[config.mk]
export PLATFORM = sky130hd
export DESIGN_NAME = ef_pwm32_capture
export DESIGN_NICKNAME = d
export VERILOG_FILES = /design/src/rtl/ef_pwm32_cap_pkg.sv /design/src/rtl/ef_pwm32_cap_sync.sv /design/src/rtl/ef_pwm32_capture.sv
export SDC_FILE = /design/constraint.sdc
export NUM_CORES = 1
export LEC_CHECK = 0
export CORE_ASPECT_RATIO = 0.6
export CORE_MARGIN = 2
export CORE_UTILIZATION = 54
export DETAILED_ROUTE_END_ITERATION = 10
export HOLD_SLACK_MARGIN = 0.05
export PLACE_DENSITY_LB_ADDON = 0.15
export SETUP_SLACK_MARGIN = 0.2
export SLEW_MARGIN = 20
export SYNTH_ARGS = -nofsm -noshare
export SYNTH_HDL_FRONTEND = slang
export SYNTH_SLANG_ARGS = --single-unit
[constraint.sdc]
create_clock -name clk -period 3.9 [get_ports clk]
set_input_delay 0.78 -clock clk [delete_from_list [all_inputs] [get_ports clk]]
set_output_delay 0.78 -clock clk [all_outputs]
set_load 0.02 [all_outputs]
[src/rtl/ef_pwm32_cap_pkg.sv]
// Shared types and defaults for the PWM input capture unit.
// Holds the FSM state encoding and the default widths.
package ef_pwm32_cap_pkg;

    localparam int W_DEF          = 32;
    localparam int FILTER_LEN_DEF = 4;
    localparam int PSC_W          = 8;

    typedef enum logic [1:0] {
        IDLE,
        ARM,
        HIGH,
        LOW
    } state_t;

endpackage

[src/rtl/ef_pwm32_cap_sync.sv]
// Pin synchronizer, optional glitch filter, inversion and edge detect.
// The glitch filter is built only when EF_PWM32_CAP_FILTER_EN is defined.
import ef_pwm32_cap_pkg::*;

module ef_pwm32_cap_sync #(
    parameter int FILTER_LEN = FILTER_LEN_DEF
) (
    input  logic clk,
    input  logic rst_n,
    input  logic pwm_in,
    input  logic inv,
    output logic level,
    output logic rise,
    output logic fall
);

    logic s1;
    logic s2;
    logic flt;
    logic cur;
    logic prev;

    always_ff @(posedge clk or negedge rst_n) begin
        if (!rst_n) begin
            s1 <= 1'b0;
            s2 <= 1'b0;
        end else begin
            s1 <= pwm_in;
            s2 <= s1;
        end
    end

`ifdef EF_PWM32_CAP_FILTER_EN
    localparam int CW = $clog2(FILTER_LEN + 1);

    logic [CW-1:0] fcnt;
    logic          filt;

    // New value must persist FILTER_LEN cycles before it is accepted
    always_ff @(posedge clk or negedge rst_n) begin
        if (!rst_n) begin
            fcnt <= '0;
            filt <= 1'b0;
        end else if (s2 == filt) begin
            fcnt <= '0;
        end else if (fcnt == CW'(FILTER_LEN - 1)) begin
            fcnt <= '0;
            filt <= s2;
        end else begin
            fcnt <= fcnt + CW'(1);
        end
    end

    assign flt = filt;
`else
    assign flt = s2;
`endif

    assign cur = flt ^ inv;

    always_ff @(posedge clk or negedge rst_n) begin
        if (!rst_n) begin
            prev <= 1'b0;
        end else begin
            prev <= cur;
        end
    end

    assign level = prev;
    assign rise  = cur & ~prev;
    assign fall  = ~cur & prev;

endmodule

[src/rtl/ef_pwm32_capture.sv]
// PWM input capture: period and high time in prescaled ticks, with timeout.
// Optional glitch filter enabled by defining EF_PWM32_CAP_FILTER_EN.
import ef_pwm32_cap_pkg::*;

module ef_pwm32_capture #(
    parameter int W          = W_DEF,
    parameter int FILTER_LEN = FILTER_LEN_DEF
) (
    input  logic             clk,
    input  logic             rst_n,
    input  logic             en,
    input  logic             pwm_in,
    input  logic             inv,
    input  logic [PSC_W-1:0] prescale,
    input  logic [W-1:0]     timeout,
    output logic [W-1:0]     period,
    output logic [W-1:0]     high_time,
    output logic             valid,
    output logic             timeout_evt,
    output logic             level,
    output logic             busy
);

    logic rise;
    logic fall;

    ef_pwm32_cap_sync #(
        .FILTER_LEN(FILTER_LEN)
    ) u_sync (
        .clk   (clk),
        .rst_n (rst_n),
        .pwm_in(pwm_in),
        .inv   (inv),
        .level (level),
        .rise  (rise),
        .fall  (fall)
    );

    state_t           state_q;
    state_t           state_n;
    logic [PSC_W-1:0] psc_q;
    logic [W-1:0]     cnt_q;
    logic [W-1:0]     cnt_nxt;
    logic [W-1:0]     high_q;
    logic [W-1:0]     period_q;
    logic [W-1:0]     high_time_q;
    logic             valid_q;
    logic             evt_q;
    logic             tick;
    logic             to_hit;
    logic             clear;
    logic             restart;
    logic             lat_high;
    logic             lat_per;
    logic             valid_n;
    logic             evt_n;

    assign tick = (psc_q == prescale);

    // Include this cycle's tick so N cycles yield floor(N/(P+1)) ticks
    assign cnt_nxt = (tick && !(&cnt_q)) ? cnt_q + W'(1) : cnt_q;

    assign to_hit = (timeout != '0) && (cnt_nxt >= timeout);

    always_comb begin
        state_n  = state_q;
        clear    = 1'b0;
        restart  = 1'b0;
        lat_high = 1'b0;
        lat_per  = 1'b0;
        valid_n  = 1'b0;
        evt_n    = 1'b0;
        if (!en) begin
            state_n = IDLE;
            clear   = 1'b1;
        end else begin
            unique case (state_q)
                IDLE: begin
                    state_n = ARM;
                    clear   = 1'b1;
                end
                ARM: begin
                    if (rise) begin
                        state_n = HIGH;
                        restart = 1'b1;
                    end
                end
                HIGH: begin
                    if (fall) begin
                        state_n  = LOW;
                        lat_high = 1'b1;
                    end else if (to_hit) begin
                        state_n = ARM;
                        evt_n   = 1'b1;
                    end
                end
                LOW: begin
                    if (rise) begin
                        state_n = HIGH;
                        restart = 1'b1;
                        lat_per = 1'b1;
                        valid_n = 1'b1;
                    end else if (to_hit) begin
                        state_n = ARM;
                        evt_n   = 1'b1;
                    end
                end
                default: begin
                    state_n = IDLE;
                end
            endcase
        end
    end

    always_ff @(posedge clk or negedge rst_n) begin
        if (!rst_n) begin
            state_q <= IDLE;
        end else begin
            state_q <= state_n;
        end
    end

    always_ff @(posedge clk or negedge rst_n) begin
        if (!rst_n) begin
            psc_q <= '0;
            cnt_q <= '0;
        end else if (clear || restart) begin
            psc_q <= '0;
            cnt_q <= '0;
        end else begin
            psc_q <= tick ? '0 : psc_q + PSC_W'(1);
            cnt_q <= cnt_nxt;
        end
    end

    always_ff @(posedge clk or negedge rst_n) begin
        if (!rst_n) begin
            high_q      <= '0;
            period_q    <= '0;
            high_time_q <= '0;
            valid_q     <= 1'b0;
            evt_q       <= 1'b0;
        end else begin
            valid_q <= valid_n;
            evt_q   <= evt_n;
            if (lat_high) begin
                high_q <= cnt_nxt;
            end
            if (lat_per) begin
                period_q    <= cnt_nxt;
                high_time_q <= high_q;
            end
        end
    end

    assign period      = period_q;
    assign high_time   = high_time_q;
    assign valid       = valid_q;
    assign timeout_evt = evt_q;
    assign busy        = (state_q == HIGH) || (state_q == LOW);

endmodule
==> metrics.txt, run 1 <==
hold_buf cts=0; worst-path cell chain=and4_4, and4_1, nand4_1, buf_4, nand2_1, xor2_1, ha_1, nand2b_1, a2111o_1, a32oi_2, a21oi_2, o22ai_2, a41oi_2; worst reg2reg path depth=13; Worst VDD drop=0.284 mV; element type at the critical path end=flop; cts bufs inserted=17; clock root buffer=clkbuf_16; antenna cells=0; ANT nets after route=0; DR vias=6006; DRT iter0 DRCs=504; critical path class=reg2reg; total die area=around 0.014 mm2; CTS clock-pin slew for the worst setup and hold paths=0.06 ns; gr usage total=0.290; Slew @ Worst Pin=0.874 ns; most common cell after layout, fill and taps aside=nand2_1; chip height=91.0 um; crit path DAT=3.80 ns; Final GP Congestion=0.918; Netlist cell types=37; DRC errors left=0; share of the synthesized area in the top cell type=0.526; hold path cells=0; synthesized area=0.00681 mm2; Port Buffers=112; Area after DPL=between 0.008 and 0.009 mm2; Pwr per Cell Area=355 mW/mm2; Crit-path slowest cell=dfrtp_1; final non-filler cell total=about 1100; CP required=4.18 ns; max capacitance violation total=0; Remaining Overflow, GRT=0; syn avg cell area=9.11 um2; post-synthesis cell count=747; Clock Tree Buf Depth=2; most frequent cells in the layout=185 x nand2_1, 143 x dfrtp_1, 103 x clkdlybuf4s50_1, 68 x inv_1, 64 x o21ai_0; H-tree levels=4; post-route cell area=roughly 0.0094 mm2; Detailed Place HPWL=approximately 13 mm; CP Max Fanout=13; Final nets=991; status=complete, no violations; Pins Over Slew Limit=0; Syn-to-layout area delta=38.3%; Starting Density=0.559; Post-Syn Nets=826; Synth Flop Type=dfrtp_1; WL/cell=about 17 um; top post-synthesis cells by area=dfrtp_1 53%, nand2_1 10%, ha_1 6.3%, o21ai_0 4.8%, xor2_1 4.0%; vias per cell=~5.5; area leader, netlist=dfrtp_1; Slew headroom=0.417; P_leak=between 4 and 5 nW; largest net degree at the start of global routing=114; fmax=~280 MHz; initial antenna violation count=0; Seq/Total Area, Yosys=0.526; Tmin final=3.52 ns; layout cell share with drive strength beyond 1=0.146; # placed instances=1051; first-pass iteration count of the detailed router=5; Final Hold Vio Count=0; Worst path max stage delay=0.52 ns; crit start category=flop; worst hold path class=reg2reg; Ports=113; final WL=19.0 mm; Worst-Skew Late Latency=0.42 ns; Cell Rows=31; warnings from Yosys=0; Setup TNS=0 ns; core footprint=0.0122 mm2; TritonCTS Sinks=around 140; worst clock skew=0.0117 ns; vias in the first global route=5928; FF+latch count, synth=143; CTS tree=yes; ratio of final minimum period to clock period=0.902; Final Setup Violations=0; RSZ-0062 raised after global routing=false; Post-synth EDFFs=0; Post-synth ARST share=1.00; Hold WS=0.359 ns; Total Power=3.34 mW; chip width=roughly 150 um; first-pass GRT wire length=30.3 mm
per-layer routing:
| metal | track usage | routed length (um) | vias up |
|---|---|---|---|
| met5 | 0 | 0 | - |
| met4 | 0.0794 | 274 | 0 |
| met3 | 0.0719 | 1590 | 32 |
| met2 | 0.421 | 8480 | 270 |
| met1 | 0.433 | 8650 | 2906 |
| li1 | - | - | 2798 |
critical path, delay by kind of cell, from the launching register on:
family          cells  cell delay [ns]
xor+xnor            1             0.26
fa+ha+maj           1             0.29
flops               1             0.52
compound gates      5             1.06
buf+inv             1             0.23
simple gates        5             1.02
report_power, final:
group | internal (mW) | switching, mW | leakage [nW]
clock network | 0.990 | 0.671 | 0.293
registers | 1.49 | 0.00769 | 1.99
logic | 0.0751 | 0.109 | 2.47
through the flow:
stage                     setup WS [ns]   util
final                             0.383  0.773
after global routing              0.227  0.773
after CTS                         0.165  0.749
after detailed placement         -0.443  0.695
after global placement           -0.257  0.695
after floorplan                   0.444      -
state kept, by name, summed over array words and instances, names as in the netlist:
| register | cells |
|---|---|
| high_q | 32 |
| u_sync.s1 | 1 |
| psc_q | 8 |
| state_q | 2 |
| valid | 1 |
| high_time | 32 |
| u_sync.level | 1 |
| period | 32 |
| cnt_q | 32 |
| u_sync.flt | 1 |
| timeout_evt | 1 |
worst paths after layout:
path | from | endpoint | slack [ns]
hold / removal | u_sync.s1$_DFF_PN0_ | u_sync.flt$_DFF_PN0_ | 0.36
min in group asynchronous | rst_n | psc_q[6]$_DFF_PN0_ | 0.48
max in group asynchronous | rst_n | period[17]$_DFFE_PN0P_ | 2.63
hold reg to reg | u_sync.s1$_DFF_PN0_ | u_sync.flt$_DFF_PN0_ | 0.36
setup reg to reg | cnt_q[8]$_DFF_PN0_ | state_q[0]$_DFFE_PN0P_ | 0.38
setup / recovery | cnt_q[8]$_DFF_PN0_ | state_q[0]$_DFFE_PN0P_ | 0.38
logic make-up (layout without fill, tap and decap cells):
| family | after synthesis | in the layout | synth area share |
|---|---|---|---|
| xor gates and xnor gates | 46 | 46 | 0.0592 |
| AOI/OAI and AO/OA | 95 | 95 | 0.0748 |
| muxes | 1 | 1 | 0.00147 |
| buffers and inverters | 98 | 276 | 0.0546 |
| DFF | 143 | 143 | 0.526 |
| and+or+nand+nor | 330 | 330 | 0.222 |
| adders and majority gates | 34 | 34 | 0.0625 |
area by class of cell:
class | instances | area [um2]
clock inverters | 13 | 153
flip-flops and latches | 143 | 3580
multi-input cells | 506 | 3130
inverters | 69 | 259
repair buffers | 175 | 1630
clock buffers | 19 | 453
fillers | 834 | 2770
well taps | 165 | 206
Yosys cell counts (all sizes together), types with 7 or more instances:
library cell and number:
a21oi 14, and3 10, and4 7, buf 7
clkbuf 22, dfrtp 143, ha 34, inv 69
nand2 185, nand3 23, nand4 27, nor2 52
nor4 15, o21ai 71, xnor2 15, xor2 31
timing repair:
item | CTS | global route
pin swaps | 1 | 33
endpoints found under the setup margin | 3 | 3
setup buffers | 0 | 7
resized for setup | 8 | 42
Power figures use the tool's default switching activity.
==> run 2, diff against run 1 <==
PLACE_DENSITY = 0.81   (was unset)
PLACE_DENSITY_LB_ADDON = unset   (was 0.15)
==> run 2 against run 1 <==
  * Total power rose by 2.0%
  * Critical endpoint unchanged
  * Cell area is 1.7% lower
  * Sequential share of layout area increased by 0.67 points
  * Combinational power down 7%
==> metrics.txt, run 2 (synthesis gave the netlist of run 1 again) <==
element type at the critical path end=flop; Slew @ Worst Pin=0.927 ns (+0.0523 ns); Worst-Skew Late Latency=0.42 ns (about the same); clock group share of total power=0.510 (+0.013); Seq pwr share=0.440 (-0.008); combinational power share=0.051 (-0.004); antenna cells=0 (unchanged); CP Max Fanout=5 (-8); first-pass iteration count of the detailed router=5 (unchanged); worst hold path class=reg2reg; Hold EP=u_sync.flt$_DFF_PN0_; Pwr per Cell Area=368 mW/mm2 (+3.8%); Ports=113 (unchanged); multi-input combinational cell area=0.00300 mm2 (-4.0%); ANT nets after route=0 (unchanged); Internal Dissipation=2.67 mW (+4.4%); hold_buf cts=0 (unchanged); vias per cell=5.46 (-0.87%); Final Setup Violations=0 (unchanged); Switching Fraction=0.217 (-0.0184); hold path cells=0 (unchanged); worst clock skew=0.00916 ns (-0.00258 ns); layout cell share with drive strength beyond 1=0.121 (-0.0249); r2r endpoint=state_q[0]$_DFFE_PN0P_; reg2reg setup slack=0.36 ns (-0.02 ns); register area=0.00358 mm2 (unchanged); vias in the first global route=5843 (-1.4%); most common cell after layout, fill and taps aside=nand2_1; chip width=149 um (unchanged); CTS tree=yes; crit path DAT=3.98 ns (+0.18 ns); core footprint=0.0122 mm2 (unchanged); crit start category=input port; Remaining Overflow, GRT=0 (unchanged); WL/cell=16.8 um (-3.8%); RSZ-0062 raised after global routing=false; CTS clock-pin slew for the worst setup and hold paths=0.06 ns (about the same); Starting Density=0.559 (unchanged); Port Buffers=112 (unchanged); fin worst setup slack=0.193 ns (-0.190 ns); max capacitance violation total=0 (unchanged); final non-filler cell total=1082 (-0.73%); DR vias=5910 (-1.6%); Crit-path slowest cell=clkdlybuf4s50_1; final WL=18.1 mm (-4.5%); Syn-to-layout area delta=35.9%; most frequent cells in the layout=185 x nand2_1, 143 x dfrtp_1, 107 x clkdlybuf4s50_1, 69 x inv_1, 63 x o21ai_0; status=complete, no violations; crit-path leading delay family=compound AO/OA/AOI/OAI gates; Pins Over Slew Limit=0 (unchanged); Final nets=983 (-0.81%); # placed instances=1044 (-0.67%); Tmin final=3.71 ns (+0.190 ns); Layout Utilization=0.759 (-0.0135); CP required=4.17 ns (about the same); Detailed Place HPWL=12.7 mm (-3.4%); first-pass GRT wire length=29.2 mm (-3.7%); setup slack at placement=-0.253 ns (+0.190 ns); Fillers=837 (+0.36%); worst path buffer plus inverter count=4 (+3); Worst VDD drop=0.261 mV (-8.1%); gr usage total=0.279 (-0.0110); Final GP Congestion=0.920 (+0.25%); initial antenna violation count=0 (unchanged); DRT iter0 DRCs=516 (+2.4%); largest net degree at the start of global routing=107 (-6.1%); worst-path cell chain=clkdlybuf4s50_1, xnor2_1, nand4_1, buf_6, nor4_4, buf_4, nand4_1, xor2_1, inv_1, ha_1, a21oi_1, nand2_1, a221oi_2, o211ai_1, o22ai_1, a41oi_1; TritonCTS Sinks=143 (unchanged); fmax=270 MHz (-5.1%); Final Hold Vio Count=0 (unchanged); Net Sw Power=740 uW (-6.0%); cts bufs inserted=17 (unchanged); H-tree levels=4 (unchanged); Worst R2R Start=cnt_q[23]$_DFF_PN0_; chip height=91.0 um (unchanged); DRC errors left=0 (unchanged); worst reg2reg path depth=15 (+2); most used cell, CP=nand4_1; worst min-delay path startpoint=u_sync.s1$_DFF_PN0_; total die area=0.0135 mm2 (unchanged); Cell Rows=31 (unchanged); P_leak=4.69 nW (-1.4%); Worst path max stage delay=0.48 ns (-0.04 ns); critical path class=in2reg; clock root buffer=clkbuf_16; ratio of final minimum period to clock period=0.950 (+0.0486); Slew headroom=0.382 (-0.0349); Clock Tree Buf Depth=2 (unchanged)
[run 2: cell count changes in the layout (fill, tap and decap cells not counted), sizes merged]
| cell | previous run | this run |
|---|---|---|
| dlymetal6s2s | 8 | 4 |
| clkinvlp | 2 | 1 |
| clkbuf | 20 | 19 |
| buf | 63 | 56 |
| bufinv | 2 | 4 |
| clkdlybuf4s50 | 103 | 107 |
| inv | 74 | 72 |
| clkinv | 4 | 5 |
[run 2: power groups by stage]
stage	combinational, mW	sequential, mW	clock [mW]
after floorplan	0.0581	1.52	0
after global placement	0.160	1.52	0
after detailed placement	0.165	1.52	0
after CTS	0.168	1.50	1.75
after global routing	0.190	1.50	1.83
final	0.172	1.50	1.74
[run 2: worst max path at each step]
stage / cells past startpoint / end / startpoint / slack, ns
global placement: 15 / state_q[0]$_DFFE_PN0P_ / prescale[2] / -0.04
detailed placement: 15 / state_q[1]$_DFFE_PN0P_ / prescale[4] / -0.25
global route: 16 / state_q[0]$_DFFE_PN0P_ / prescale[0] / 0.07
floorplan: 13 / state_q[1]$_DFFE_PN0P_ / prescale[0] / 0.44
finish: 16 / state_q[0]$_DFFE_PN0P_ / prescale[0] / 0.19
CTS: 15 / state_q[0]$_DFFE_PN0P_ / prescale[4] / 0.21
[run 2: through the flow]
stage	total power [mW]	setup TNS, ns	hold slack [ns]	cell area, um2
floorplan	1.58	0	0.331	6810
global placement	1.68	-0.0780	0.334	8420
detailed placement	1.69	-0.673	0.338	8420
CTS	3.42	0	0.369	9070
global route	3.52	0	0.369	9250
finish	3.41	0	0.367	9250
[run 2: what timing repair did]
action,in CTS,in global routing
endpoints found under the setup margin,2,3
buffers inserted,0,6
pin swaps,0,18
resized for setup,4,22
[run 2: routing by layer]
layer / vias to the layer above / share of wire / track usage
li1: 2774 / - / -
met1: 2843 / 0.45 / 0.399
met2: 252 / 0.45 / 0.419
met3: 41 / 0.074 / 0.0709
met4: 0 / 0.023 / 0.0889
met5: - / 0 / 0
[run 2: final cells by class]
type	count	area share
Clock buffer	19	0.0490
Clock inverter	13	0.0198
Inverter	69	0.0280
Multi-Input combinational cell	506	0.325
Sequential cell	143	0.387
Tap cell	165	0.0223
Timing Repair Buffer	167	0.169
==> run 3, diff against run 2 <==
ABC_CLOCK_PERIOD_IN_PS = 3900   (was unset)
MAX_ROUTING_LAYER = met4   (was unset)
==> run 3 against run 2 <==
  * Clock skew shrank 0.00060 ns
  * Global-route usage up 0.89 points
  * Wire length grew 0.38%
  * Setup slack gained 0.14 ns
  * Clock power shrank 5%
  * Flip-flop and latch count is the same
  * Cell area grew 1.0%
  * Largest power group unchanged
==> metrics.txt, run 3 (synthesis gave the netlist of run 1 again) <==
Ports=113 (unchanged); largest net degree at the start of global routing=94 (-12%); final non-filler cell total=1089 (+0.65%); DR vias=5859 (-0.86%); CTS clock-pin slew for the worst setup and hold paths=0.06 ns (about the same); Fillers=856 (+2.3%); total die area=0.0135 mm2 (unchanged); initial antenna violation count=0 (unchanged); crit-path leading delay family=buffers and inverters; fmax=281 MHz (+4.0%); TritonCTS Sinks=143 (unchanged); status=complete, no violations; Pins Over Slew Limit=0 (unchanged); crit start category=input port; CP required=4.23 ns (+0.06 ns); Pwr per Cell Area=357 mW/mm2 (-3.2%); crit path DAT=3.90 ns (-0.08 ns); first-pass iteration count of the detailed router=5 (unchanged); final WL=18.2 mm (+0.38%); worst-path cell chain=clkdlybuf4s50_1, xnor2_1, nand4_1, buf_6, buf_4, nor3_2, buf_4, nand3_1, xor2_2, inv_1, ha_1, nand4_1, a211oi_2, a32oi_1, a21oi_2, o22ai_1, a41oi_1; Final Setup Violations=0 (unchanged); worst clock skew=0.00857 ns (-0.000597 ns); worst hold path class=reg2reg; max capacitance violation total=0 (unchanged); Starting Density=0.559 (unchanged); CP Max Fanout=4 (-1); Total Power=3.33 mW (-2.2%); Setup TNS=0 ns (unchanged); DRT iter0 DRCs=431 (-16%); multi-input combinational cell area=0.00307 mm2 (+2.3%); Net Sw Power=749 uW (+1.2%); Slew headroom=0.459 (+0.0763); DRC errors left=0 (unchanged); layout cell share with drive strength beyond 1=0.139 (+0.0175); H-tree levels=4 (unchanged); Clock Tree Buf Depth=2 (unchanged); P_leak=4.70 nW (+0.20%); register area=0.00358 mm2 (unchanged); Switching Fraction=0.225 (+0.00769); Final nets=992 (+0.92%); Worst-Skew Late Latency=0.42 ns (about the same); # placed instances=1050 (+0.57%); worst path buffer plus inverter count=5 (+1); Crit-path slowest cell=clkdlybuf4s50_1; chip width=149 um (unchanged); most common cell after layout, fill and taps aside=nand2_1; combinational power share=0.053 (+0.002); gr usage total=0.287 (+0.00895); setup slack at placement=-0.286 ns (-0.0324 ns); Slew @ Worst Pin=0.812 ns (-0.114 ns); cts bufs inserted=17 (unchanged); Final GP Congestion=0.929 (+0.98%); Seq pwr share=0.450 (+0.010); chip height=91.0 um (unchanged); ratio of final minimum period to clock period=0.914 (-0.0366); clock group share of total power=0.498 (-0.012); Remaining Overflow, GRT=0 (unchanged); Cell Rows=31 (unchanged); fin worst setup slack=0.336 ns (+0.143 ns); first-pass GRT wire length=29.4 mm (+0.71%); Worst VDD drop=0.288 mV (+10%); Internal Dissipation=2.58 mW (-3.2%); clock root buffer=clkbuf_16; element type at the critical path end=flop; Final Hold Vio Count=0 (unchanged); CTS tree=yes; most frequent cells in the layout=185 x nand2_1, 143 x dfrtp_1, 104 x clkdlybuf4s50_1, 68 x inv_1, 64 x o21ai_0; Syn-to-layout area delta=37.3%; antenna cells=0 (unchanged); RSZ-0062 raised after global routing=false; critical path class=in2reg; vias in the first global route=5763 (-1.4%); Layout Utilization=0.767 (+0.00791); ANT nets after route=0 (unchanged); Worst path max stage delay=0.47 ns (about the same); Tmin final=3.56 ns (-0.143 ns); WL/cell=16.7 um (-0.27%); Port Buffers=112 (unchanged); core footprint=0.0122 mm2 (unchanged); vias per cell=5.38 (-1.5%); Detailed Place HPWL=12.9 mm (+1.2%)
-- run 3: changes by cell type in the layout (fill, tap and decap cells not counted), moves of 3 or more --
cell             change
dlymetal6s2s_1       +3
clkinv_2             -4
clkdlybuf4s50_1      -3
clkinvlp_4           +3
xor2_2               +4
clkinv_4             +3
buf_4               +11
xor2_1               -4
-- run 3: what timing repair did --
item | CTS | global route
setup endpoints to repair | 2 | 3
gates cloned | 0 | 0
setup buffers | 0 | 9
gates resized for setup | 4 | 33
hold buffers | 0 | 0
pin swaps | 3 | 33
-- run 3: path summary, 6_finish.rpt --
path	start	endpoint	slack, ns	cells after the start
min in group asynchronous	rst_n	high_time[10]$_DFFE_PN0P_	0.44	1
min	u_sync.s1$_DFF_PN0_	u_sync.flt$_DFF_PN0_	0.35	0
max reg2reg	cnt_q[8]$_DFF_PN0_	state_q[0]$_DFFE_PN0P_	0.49	13
min reg2reg	u_sync.s1$_DFF_PN0_	u_sync.flt$_DFF_PN0_	0.35	0
max	prescale[0]	state_q[0]$_DFFE_PN0P_	0.34	17
max in group asynchronous	rst_n	period[24]$_DFFE_PN0P_	2.59	2
-- run 3: layout make-up --
type | count | share of cell area
multi-input cells | 506 | 0.329
clock inverters | 12 | 0.0175
repair buffers | 176 | 0.174
inverters | 69 | 0.0277
clock buffers | 18 | 0.0470
flip-flops and latches | 143 | 0.383
well taps | 165 | 0.0221
-- run 3: per-layer routing --
metal / global-route usage / part of all wire / vias up
li1: - / - / 2783
met1: 0.409 / 0.47 / 2850
met2: 0.425 / 0.45 / 197
met3: 0.0593 / 0.065 / 29
met4: 0.0746 / 0.015 / 0
met5: - / 0 / -
-- run 3: metrics by stage --
step,cell area (um2),hold WS [ns]
2_1_floorplan,6810,0.331
3_3_place_gp,8450,0.333
3_5_place_dp,8450,0.340
4_1_cts,9080,0.354
5_1_grt,9340,0.355
6_report,9340,0.354
-- run 3: power by group through the flow --
stage	clock network, mW	registers (mW)	logic, mW
2_1_floorplan	0	1.52	0.0581
3_3_place_gp	0	1.52	0.163
3_5_place_dp	0	1.52	0.167
4_1_cts	1.67	1.50	0.170
5_1_grt	1.75	1.50	0.193
6_report	1.66	1.50	0.175
